--- config.mk ---
export PLATFORM = sky130hd
export DESIGN_NAME = ex_stage
export DESIGN_NICKNAME = d
export VERILOG_FILES = /design/src/rtl/ex_pkg.sv /design/src/rtl/iter_mul.sv /design/src/rtl/ex_stage.sv
export SDC_FILE = /design/constraint.sdc
export NUM_CORES = 1
export LEC_CHECK = 0
export ABC_AREA = 0
export BUFFER_PORTS_ARGS = -buffer_cell sky130_fd_sc_hd__buf_4
export CAP_MARGIN = 20
export CORE_ASPECT_RATIO = 0.75
export CORE_MARGIN = 10
export CORE_UTILIZATION = 40
export CTS_CLUSTER_SIZE = 10
export DETAILED_ROUTE_END_ITERATION = 8
export PLACE_DENSITY_LB_ADDON = 0.25
export SETUP_SLACK_MARGIN = 0.05
export SYNTH_ARGS = -nofsm -noshare
export SYNTH_HDL_FRONTEND = slang
export SYNTH_SLANG_ARGS = --single-unit
--- constraint.sdc ---
create_clock -name clk_i -period 6 [get_ports clk_i]
set_input_delay 1.2 -clock clk_i [delete_from_list [all_inputs] [get_ports clk_i]]
set_output_delay 1.2 -clock clk_i [all_outputs]
set_load 0.02 [all_outputs]
--- src/rtl/ex_pkg.sv ---
// Shared encodings for the execute stage: ALUOp values, funct fields,
// internal ALU control codes and the multiplier FSM states.
package ex_pkg;

  // ALUOp encodings from ID/EX
  localparam logic [1:0] AluOpAdd   = 2'b00;
  localparam logic [1:0] AluOpSub   = 2'b01;
  localparam logic [1:0] AluOpRType = 2'b10;
  localparam logic [1:0] AluOpIType = 2'b11;

  // funct7 values
  localparam logic [6:0] F7Base   = 7'b0000000;
  localparam logic [6:0] F7Alt    = 7'b0100000;
  localparam logic [6:0] F7MulDiv = 7'b0000001;

  // funct3 values
  localparam logic [2:0] F3AddSub = 3'b000;
  localparam logic [2:0] F3Sll    = 3'b001;
  localparam logic [2:0] F3Xor    = 3'b100;
  localparam logic [2:0] F3Sr     = 3'b101;
  localparam logic [2:0] F3And    = 3'b111;

  typedef enum logic [2:0] {
    AluZero,
    AluAdd,
    AluSub,
    AluAnd,
    AluXor,
    AluSll,
    AluSra,
    AluMul
  } alu_ctrl_e;

  typedef enum logic [1:0] {
    MulIdle,
    MulBusy,
    MulDone
  } mul_state_e;

  // Map ALUOp plus {funct7, funct3} onto an internal ALU operation
  function automatic alu_ctrl_e alu_decode(input logic [1:0] alu_op, input logic [9:0] alu_fn);
    alu_ctrl_e ctrl;
    ctrl = AluZero;
    case (alu_op)
      AluOpAdd: ctrl = AluAdd;
      AluOpSub: ctrl = AluSub;
      AluOpRType: begin
        case (alu_fn)
          {F7Base, F3And}:      ctrl = AluAnd;
          {F7Base, F3Xor}:      ctrl = AluXor;
          {F7Base, F3Sll}:      ctrl = AluSll;
          {F7Base, F3AddSub}:   ctrl = AluAdd;
          {F7Alt, F3AddSub}:    ctrl = AluSub;
          {F7MulDiv, F3AddSub}: ctrl = AluMul;
          default:              ctrl = AluZero;
        endcase
      end
      AluOpIType: begin
        // I-type decodes on funct3 only; the upper immediate bits are not checked
        case (alu_fn[2:0])
          F3AddSub: ctrl = AluAdd;
          F3Sr:     ctrl = AluSra;
          default:  ctrl = AluZero;
        endcase
      end
      default: ctrl = AluZero;
    endcase
    return ctrl;
  endfunction

endpackage

--- src/rtl/iter_mul.sv ---
// Iterative shift-add multiplier retiring MUL_BITS multiplier bits per cycle.
// Produces the low 32 bits of the product, which is identical for signed and
// unsigned operands.
module iter_mul
  import ex_pkg::*;
#(
  parameter int unsigned MUL_BITS = 1
) (
  input  logic        clk_i,
  input  logic        rst_i,
  input  logic        start,
  input  logic        step_en,
  input  logic [31:0] op_a,
  input  logic [31:0] op_b,
  output logic        done,
  output logic [31:0] product
);

  localparam int unsigned Steps     = 32 / MUL_BITS;
  localparam logic [5:0]  StepsInit = 6'(Steps);

  mul_state_e  state_q;
  logic [5:0]  cnt_q;
  logic [31:0] acc_q;
  logic [31:0] mcand_q;
  logic [31:0] mplier_q;
  logic [31:0] partial;

  // Partial product of the multiplicand and the low MUL_BITS multiplier bits
  always_comb begin
    partial = '0;
    for (int i = 0; i < MUL_BITS; i++) begin
      if (mplier_q[i]) begin
        partial = partial + (mcand_q << i);
      end
    end
  end

  // Multiplier FSM; step_en low freezes every register
  always_ff @(posedge clk_i or posedge rst_i) begin
    if (rst_i) begin
      state_q  <= MulIdle;
      cnt_q    <= '0;
      acc_q    <= '0;
      mcand_q  <= '0;
      mplier_q <= '0;
    end else if (step_en) begin
      case (state_q)
        MulIdle: begin
          if (start) begin
            mcand_q  <= op_a;
            mplier_q <= op_b;
            acc_q    <= '0;
            cnt_q    <= StepsInit;
            state_q  <= MulBusy;
          end
        end
        MulBusy: begin
          acc_q    <= acc_q + partial;
          mcand_q  <= mcand_q << MUL_BITS;
          mplier_q <= mplier_q >> MUL_BITS;
          cnt_q    <= cnt_q - 6'd1;
          if (cnt_q == 6'd1) begin
            state_q <= MulDone;
          end
        end
        MulDone: state_q <= MulIdle;
        default: state_q <= MulIdle;
      endcase
    end
  end

  assign done    = (state_q == MulDone);
  assign product = acc_q;

endmodule

--- src/rtl/ex_stage.sv ---
// Execute stage: operand forwarding, single-cycle ALU, iterative multiplier
// and the EX/MEM pipeline register.
module ex_stage
  import ex_pkg::*;
#(
  parameter int unsigned MUL_BITS = 1
) (
  input  logic        clk_i,
  input  logic        rst_i,
  input  logic        MemStall_i,
  input  logic        RegWrite_i,
  input  logic        MemToReg_i,
  input  logic        MemRead_i,
  input  logic        MemWrite_i,
  input  logic        ALUSrc_i,
  input  logic [1:0]  ALUOp_i,
  input  logic [9:0]  ALU_i,
  input  logic [31:0] Readdata1_i,
  input  logic [31:0] Readdata2_i,
  input  logic [31:0] Imm_i,
  input  logic [4:0]  Rs1_i,
  input  logic [4:0]  Rs2_i,
  input  logic [4:0]  Rd_i,
  input  logic        MEMWB_RegWrite_i,
  input  logic [4:0]  MEMWB_Rd_i,
  input  logic [31:0] MEMWB_Data_i,
  output logic        RegWrite_o,
  output logic        MemToReg_o,
  output logic        MemRead_o,
  output logic        MemWrite_o,
  output logic [31:0] ALUResult_o,
  output logic [31:0] WriteData_o,
  output logic [4:0]  Rd_o,
  output logic        MulStall_o
);

  alu_ctrl_e   ctrl;
  logic [31:0] fwd_a;
  logic [31:0] fwd_b;
  logic [31:0] op_b;
  logic [31:0] alu_res;
  logic [31:0] mul_prod;
  logic        is_mul;
  logic        mul_done;
  logic        mul_stall;

  // Forwarding muxes; EX/MEM takes priority over MEM/WB, x0 never forwards
  always_comb begin
    fwd_a = Readdata1_i;
    if (RegWrite_o && (Rd_o != 5'd0) && (Rd_o == Rs1_i)) begin
      fwd_a = ALUResult_o;
    end else if (MEMWB_RegWrite_i && (MEMWB_Rd_i != 5'd0) && (MEMWB_Rd_i == Rs1_i)) begin
      fwd_a = MEMWB_Data_i;
    end

    fwd_b = Readdata2_i;
    if (RegWrite_o && (Rd_o != 5'd0) && (Rd_o == Rs2_i)) begin
      fwd_b = ALUResult_o;
    end else if (MEMWB_RegWrite_i && (MEMWB_Rd_i != 5'd0) && (MEMWB_Rd_i == Rs2_i)) begin
      fwd_b = MEMWB_Data_i;
    end
  end

  assign op_b   = ALUSrc_i ? Imm_i : fwd_b;
  assign ctrl   = alu_decode(ALUOp_i, ALU_i);
  assign is_mul = (ctrl == AluMul);

  // Single-cycle ALU; mul comes from the iterative unit, unknown ops give 0
  always_comb begin
    case (ctrl)
      AluAdd:  alu_res = fwd_a + op_b;
      AluSub:  alu_res = fwd_a - op_b;
      AluAnd:  alu_res = fwd_a & op_b;
      AluXor:  alu_res = fwd_a ^ op_b;
      AluSll:  alu_res = fwd_a << op_b[4:0];
      AluSra:  alu_res = $signed(fwd_a) >>> Imm_i[4:0];
      default: alu_res = '0;
    endcase
  end

  iter_mul #(
    .MUL_BITS(MUL_BITS)
  ) u_iter_mul (
    .clk_i   (clk_i),
    .rst_i   (rst_i),
    .start   (is_mul),
    .step_en (!MemStall_i),
    .op_a    (fwd_a),
    .op_b    (fwd_b),
    .done    (mul_done),
    .product (mul_prod)
  );

  // Gating with rst_i drops the stall immediately when a multiply is aborted
  assign mul_stall  = !rst_i && is_mul && !mul_done;
  assign MulStall_o = mul_stall;

  // EX/MEM register: hold on MemStall, load a bubble while the multiplier stalls
  always_ff @(posedge clk_i or posedge rst_i) begin
    if (rst_i) begin
      RegWrite_o  <= 1'b0;
      MemToReg_o  <= 1'b0;
      MemRead_o   <= 1'b0;
      MemWrite_o  <= 1'b0;
      ALUResult_o <= '0;
      WriteData_o <= '0;
      Rd_o        <= '0;
    end else if (!MemStall_i) begin
      if (mul_stall) begin
        RegWrite_o  <= 1'b0;
        MemToReg_o  <= 1'b0;
        MemRead_o   <= 1'b0;
        MemWrite_o  <= 1'b0;
        ALUResult_o <= '0;
        WriteData_o <= '0;
        Rd_o        <= '0;
      end else begin
        RegWrite_o  <= RegWrite_i;
        MemToReg_o  <= MemToReg_i;
        MemRead_o   <= MemRead_i;
        MemWrite_o  <= MemWrite_i;
        ALUResult_o <= is_mul ? mul_prod : alu_res;
        WriteData_o <= fwd_b;
        Rd_o        <= Rd_i;
      end
    end
  end

endmodule
==> impl_metrics.yaml <==
outcome:
  status: "completed"
critical_path:
  slowest_stage: "o31ai_1"
  cp-start-kind: "input pin"
  cpPeakStageDelay_ns: 0.47
  r2r_end: "ALUResult_o[27]"
  worst_ep_required_time_ns: 6.34
  cp_num_buf_inv: 6
  path_cells: "buf_4 > xor2_1 > or3_4 > buf_12 > buf_4 > o31ai_1 > a311o_1 > nand4_1 > buf_4 > nand4b_1 > buf_4 > nor4_1 > nor2_1 > xnor2_1 > ha_1 > a21o_1 > a41oi_2 > buf_4 > o21ai_0 > a21oi_1 > xnor2_1 > a21oi_1 > a21oi_1"
  reg2reg_depth: 25
  cp.arrival_ns: 6.31
  crit_path_max_fanout: 13
  crit_type: "in -> reg"
  critPathMostFrequentCell: "buf_4"
  cp_top_family: "compound AO/OA/AOI/OAI gates"
  r2r-start: "Rd_o[3]"
  regToRegSetupSlack_ns: 0.27
  cp-end-kind: "register"
power:
  p_sw_w: 0.00244
  p_per_area_nw_per_um2: 217
  internal_power_w: 0.00296
  leakagePower_nw: 11.4
  ir_worst_vdd_uv: 246
  power_frac_comb_pct: 49.3
  pwr-share-seq_pct: 26.9
  power.share.clock_pct: 23.8
  swShare_pct: 45.2
clock_network:
  cts_buffer_depth: 2
  cts_buffers: 17
  cts.clk_slew.worst_paths_ns: 0.08
  htreeDepth: 4
  clock_sinks: 177
  cts-root-buf: "clkbuf_16"
  clock_latency_ns: 0.48
  cts_tree: "yes"
global_routing:
  grt_first_pass_wirelength_um: 153000
  grt_antenna_before_repair: 5
  grt_pass1_vias: 21672
  grt_max_degree: 98
  gr-total-overflow: 0
  grt_usage_pct: 36.3
synth:
  syn_area_um2: 18800
  synth_area_leader_cell: "dfrtp_1"
  synth_area_leaders: "dfrtp_1 24%, mux2i_1 7.8%, nand2_1 6.6%"
  syn-num-nets: 2682
  synth-edff-count: 0
  synth_flop_cell: "dfrtp_1"
  async_reset_ff_share_pct: 100
  synth-seq-area-share_pct: 23.6
  syn_area_per_cell_um2: 7.78
  synthCells: 2413
  synth_seq_cells: 177
  synth_top_area_share_pct: 23.6
  synth_cell_type_count: 92
  ys_warn_count: 0
floorplan:
  rows: 68
  dieArea_um2: 56100
  start_util_pct: 40.7
  die_h_um: 208
  coreArea_um2: 46200
  boundaryPins: 243
  die_w_um: 270
detailed_routing:
  ant_nets: 0
  dr.pass1.iters: 6
  dr_total_vias: 23053
  wl_per_cell_um: 30.5
  drc: 0
  drtIter0Drc: 3500
  via_per_inst: 6.55
  routed_wl_um: 107000
min_path:
  hold_class: "reg -> reg"
  hold_path_end: "u_iter_mul.mplier_q[9]"
  worstHoldStart: "u_iter_mul.mplier_q[9]"
  whs_path_depth: 2
finish:
  synthToLayoutAreaGrowth_pct: 32.6
  stdcell_count: 3518
  layout.nets: 3141
  drive_gt1_share_pct: 28.1
timing:
  drv_slew: 0
  hold_viol_final: 0
  rsz0062_at_grt: "true"
  worst_pin_slew_ns: 1.22
  final.min_clock_period_ns: 5.97
  fin_crit_sh_pct: 99.5
  setup_violations: 0
  max_freq_ghz: 0.168
  setup_tns_ns: 0
  slew_headroom_pct: 16.6
  fin_skew_ns: 0.0186
run:
  cap_viol_max_count: 0
placement:
  place_congestion: 1.07
  io_buffers: 242
  dp_cells: 3463
  dp_hpwl_um: 86100
## worst min-delay path, stage by stage, from the launching register on
cell	delay [ns]
dfrtp_1	0.35
nand2_1	0.05
nand2_1	0.05
## flip-flops by register name, indices dropped and copies added, names as in the netlist
register and flops:
u_iter_mul.cnt_q 6, ALUResult_o 32, u_iter_mul.mcand_q 32, u_iter_mul.mplier_q 32, RegWrite_o 1, WriteData_o 32
MemToReg_o 1, MemRead_o 1, Rd_o 5, MemWrite_o 1, u_iter_mul.product 32, u_iter_mul.state_q 2
## logic make-up (layout without fill, tap and decap cells)
| family | Yosys count | in the layout | synth area share, % |
|---|---|---|---|
| adders and majority gates | 101 | 101 | 6.79 |
| buffers and inverters | 234 | 706 | 5.06 |
| xor gates and xnor gates | 109 | 109 | 5.08 |
| muxes | 184 | 184 | 11.0 |
| other | 0 | 3 | 0 |
| AOI/OAI and AO/OA | 838 | 838 | 29.5 |
| DFF | 177 | 177 | 23.6 |
| and+or+nand+nor | 770 | 770 | 19.0 |
## final cells by class
cell class	instances	area (µm²)
well taps	630	788
inverters	51	195
multi-input cells	2002	13900
clock inverters	15	231
flip-flops and latches	177	4430
clock buffers	17	425
fillers	4324	21300
diodes	3	7.51
repair buffers	623	4900
## worst max path at each step
stage | startpoint | to | slack [ns] | cells past startpoint
3_5_place_dp | MEMWB_Rd_i[4] | ALUResult_o[28] | -0.65 | 24
3_3_place_gp | MEMWB_Rd_i[4] | ALUResult_o[28] | -0.67 | 25
5_1_grt | Rs2_i[3] | ALUResult_o[31] | -0.07 | 24
4_1_cts | MEMWB_Rd_i[4] | ALUResult_o[31] | 0.06 | 24
6_report | Rs2_i[3] | ALUResult_o[27] | 0.03 | 23
2_1_floorplan | MEMWB_Rd_i[4] | ALUResult_o[31] | 0.02 | 26
## power groups by stage
stage	clock network, W	registers [W]	logic (W)
6_report	0.00129	0.00145	0.00266
5_1_grt	0.00134	0.00145	0.00277
4_1_cts	0.00130	0.00144	0.00249
3_5_place_dp	0	0.00146	0.00247
3_3_place_gp	0	0.00146	0.00247
2_1_floorplan	0	0.00148	0.00116
## layout by cell type, fill, tap and decap left out, types with 21 or more instances in the layout
cell / n
a22oi_1: 67
o31ai_1: 65
inv_1: 44
a21oi_1: 179
and2_1: 44
o21ai_0: 173
nor2_1: 129
nor3_1: 73
nand2_1: 327
buf_4: 603
mux2_2: 21
dfrtp_1: 177
mux2i_1: 147
a211oi_1: 26
xnor2_1: 63
nand3_1: 42
nand4_1: 54
a21o_1: 44
xor2_1: 42
a31oi_1: 60
ha_1: 97
## synth_stat cells (all sizes together), types with 8 or more instances
library cell and n:
buf 45, a2111oi 10, mux4 15, a311oi 15
o31a 10, xnor2 67, clkbuf 138, o31ai 77
ha 98, nor2 137, and3 10, a21o 44
o21bai 13, inv 48, xor2 42, nor4 11
a221oi 10, o21ai 186, dfrtp 177, o21a 19
a211oi 30, nand4 55, o211ai 18, o22ai 10
or3 8, mux2i 148, a21oi 182, nand3 42
and2 46, a31oi 62, nand2 329, a22o 9
nor2b 8, o221ai 8, mux2 21, a31o 18
nand2b 9, a22oi 67, or2 10, nor3 84
## through the flow
| step | instance area, µm² | setup slack [ns] | total power (W) | hold slack (ns) | util (%) |
|---|---|---|---|---|---|
| global route | 24900 | -0.0672 | 0.00557 | 0.509 | 53.9 |
| global placement | 23600 | -0.667 | 0.00393 | 0.454 | 51.1 |
| floorplan | 18900 | 0.0209 | 0.00264 | 0.439 | - |
| CTS | 24300 | 0.0614 | 0.00523 | 0.482 | 52.7 |
| finish | 24900 | 0.0327 | 0.00540 | 0.481 | 53.9 |
| detailed placement | 23600 | -0.654 | 0.00393 | 0.461 | 51.2 |
## per-layer routing
| metal | up-vias | share of wire [%] | GRT usage (%) |
|---|---|---|---|
| met2 | 1630 | 40 | 49.9 |
| met3 | 216 | 14 | 13.4 |
| met5 | - | 0.025 | 0 |
| met1 | 11239 | 43 | 50.8 |
| li1 | 9964 | - | - |
| met4 | 4 | 3.8 | 12.5 |
## repair_timing
action	CTS	global route
hold buffers	0	0
hold endpoints to repair	0	0
pin swaps	1	48
cloned	0	1
setup buffers	0	18
setup endpoints to repair	9	18
resized for setup	12	68
Power figures use the tool's default switching activity.
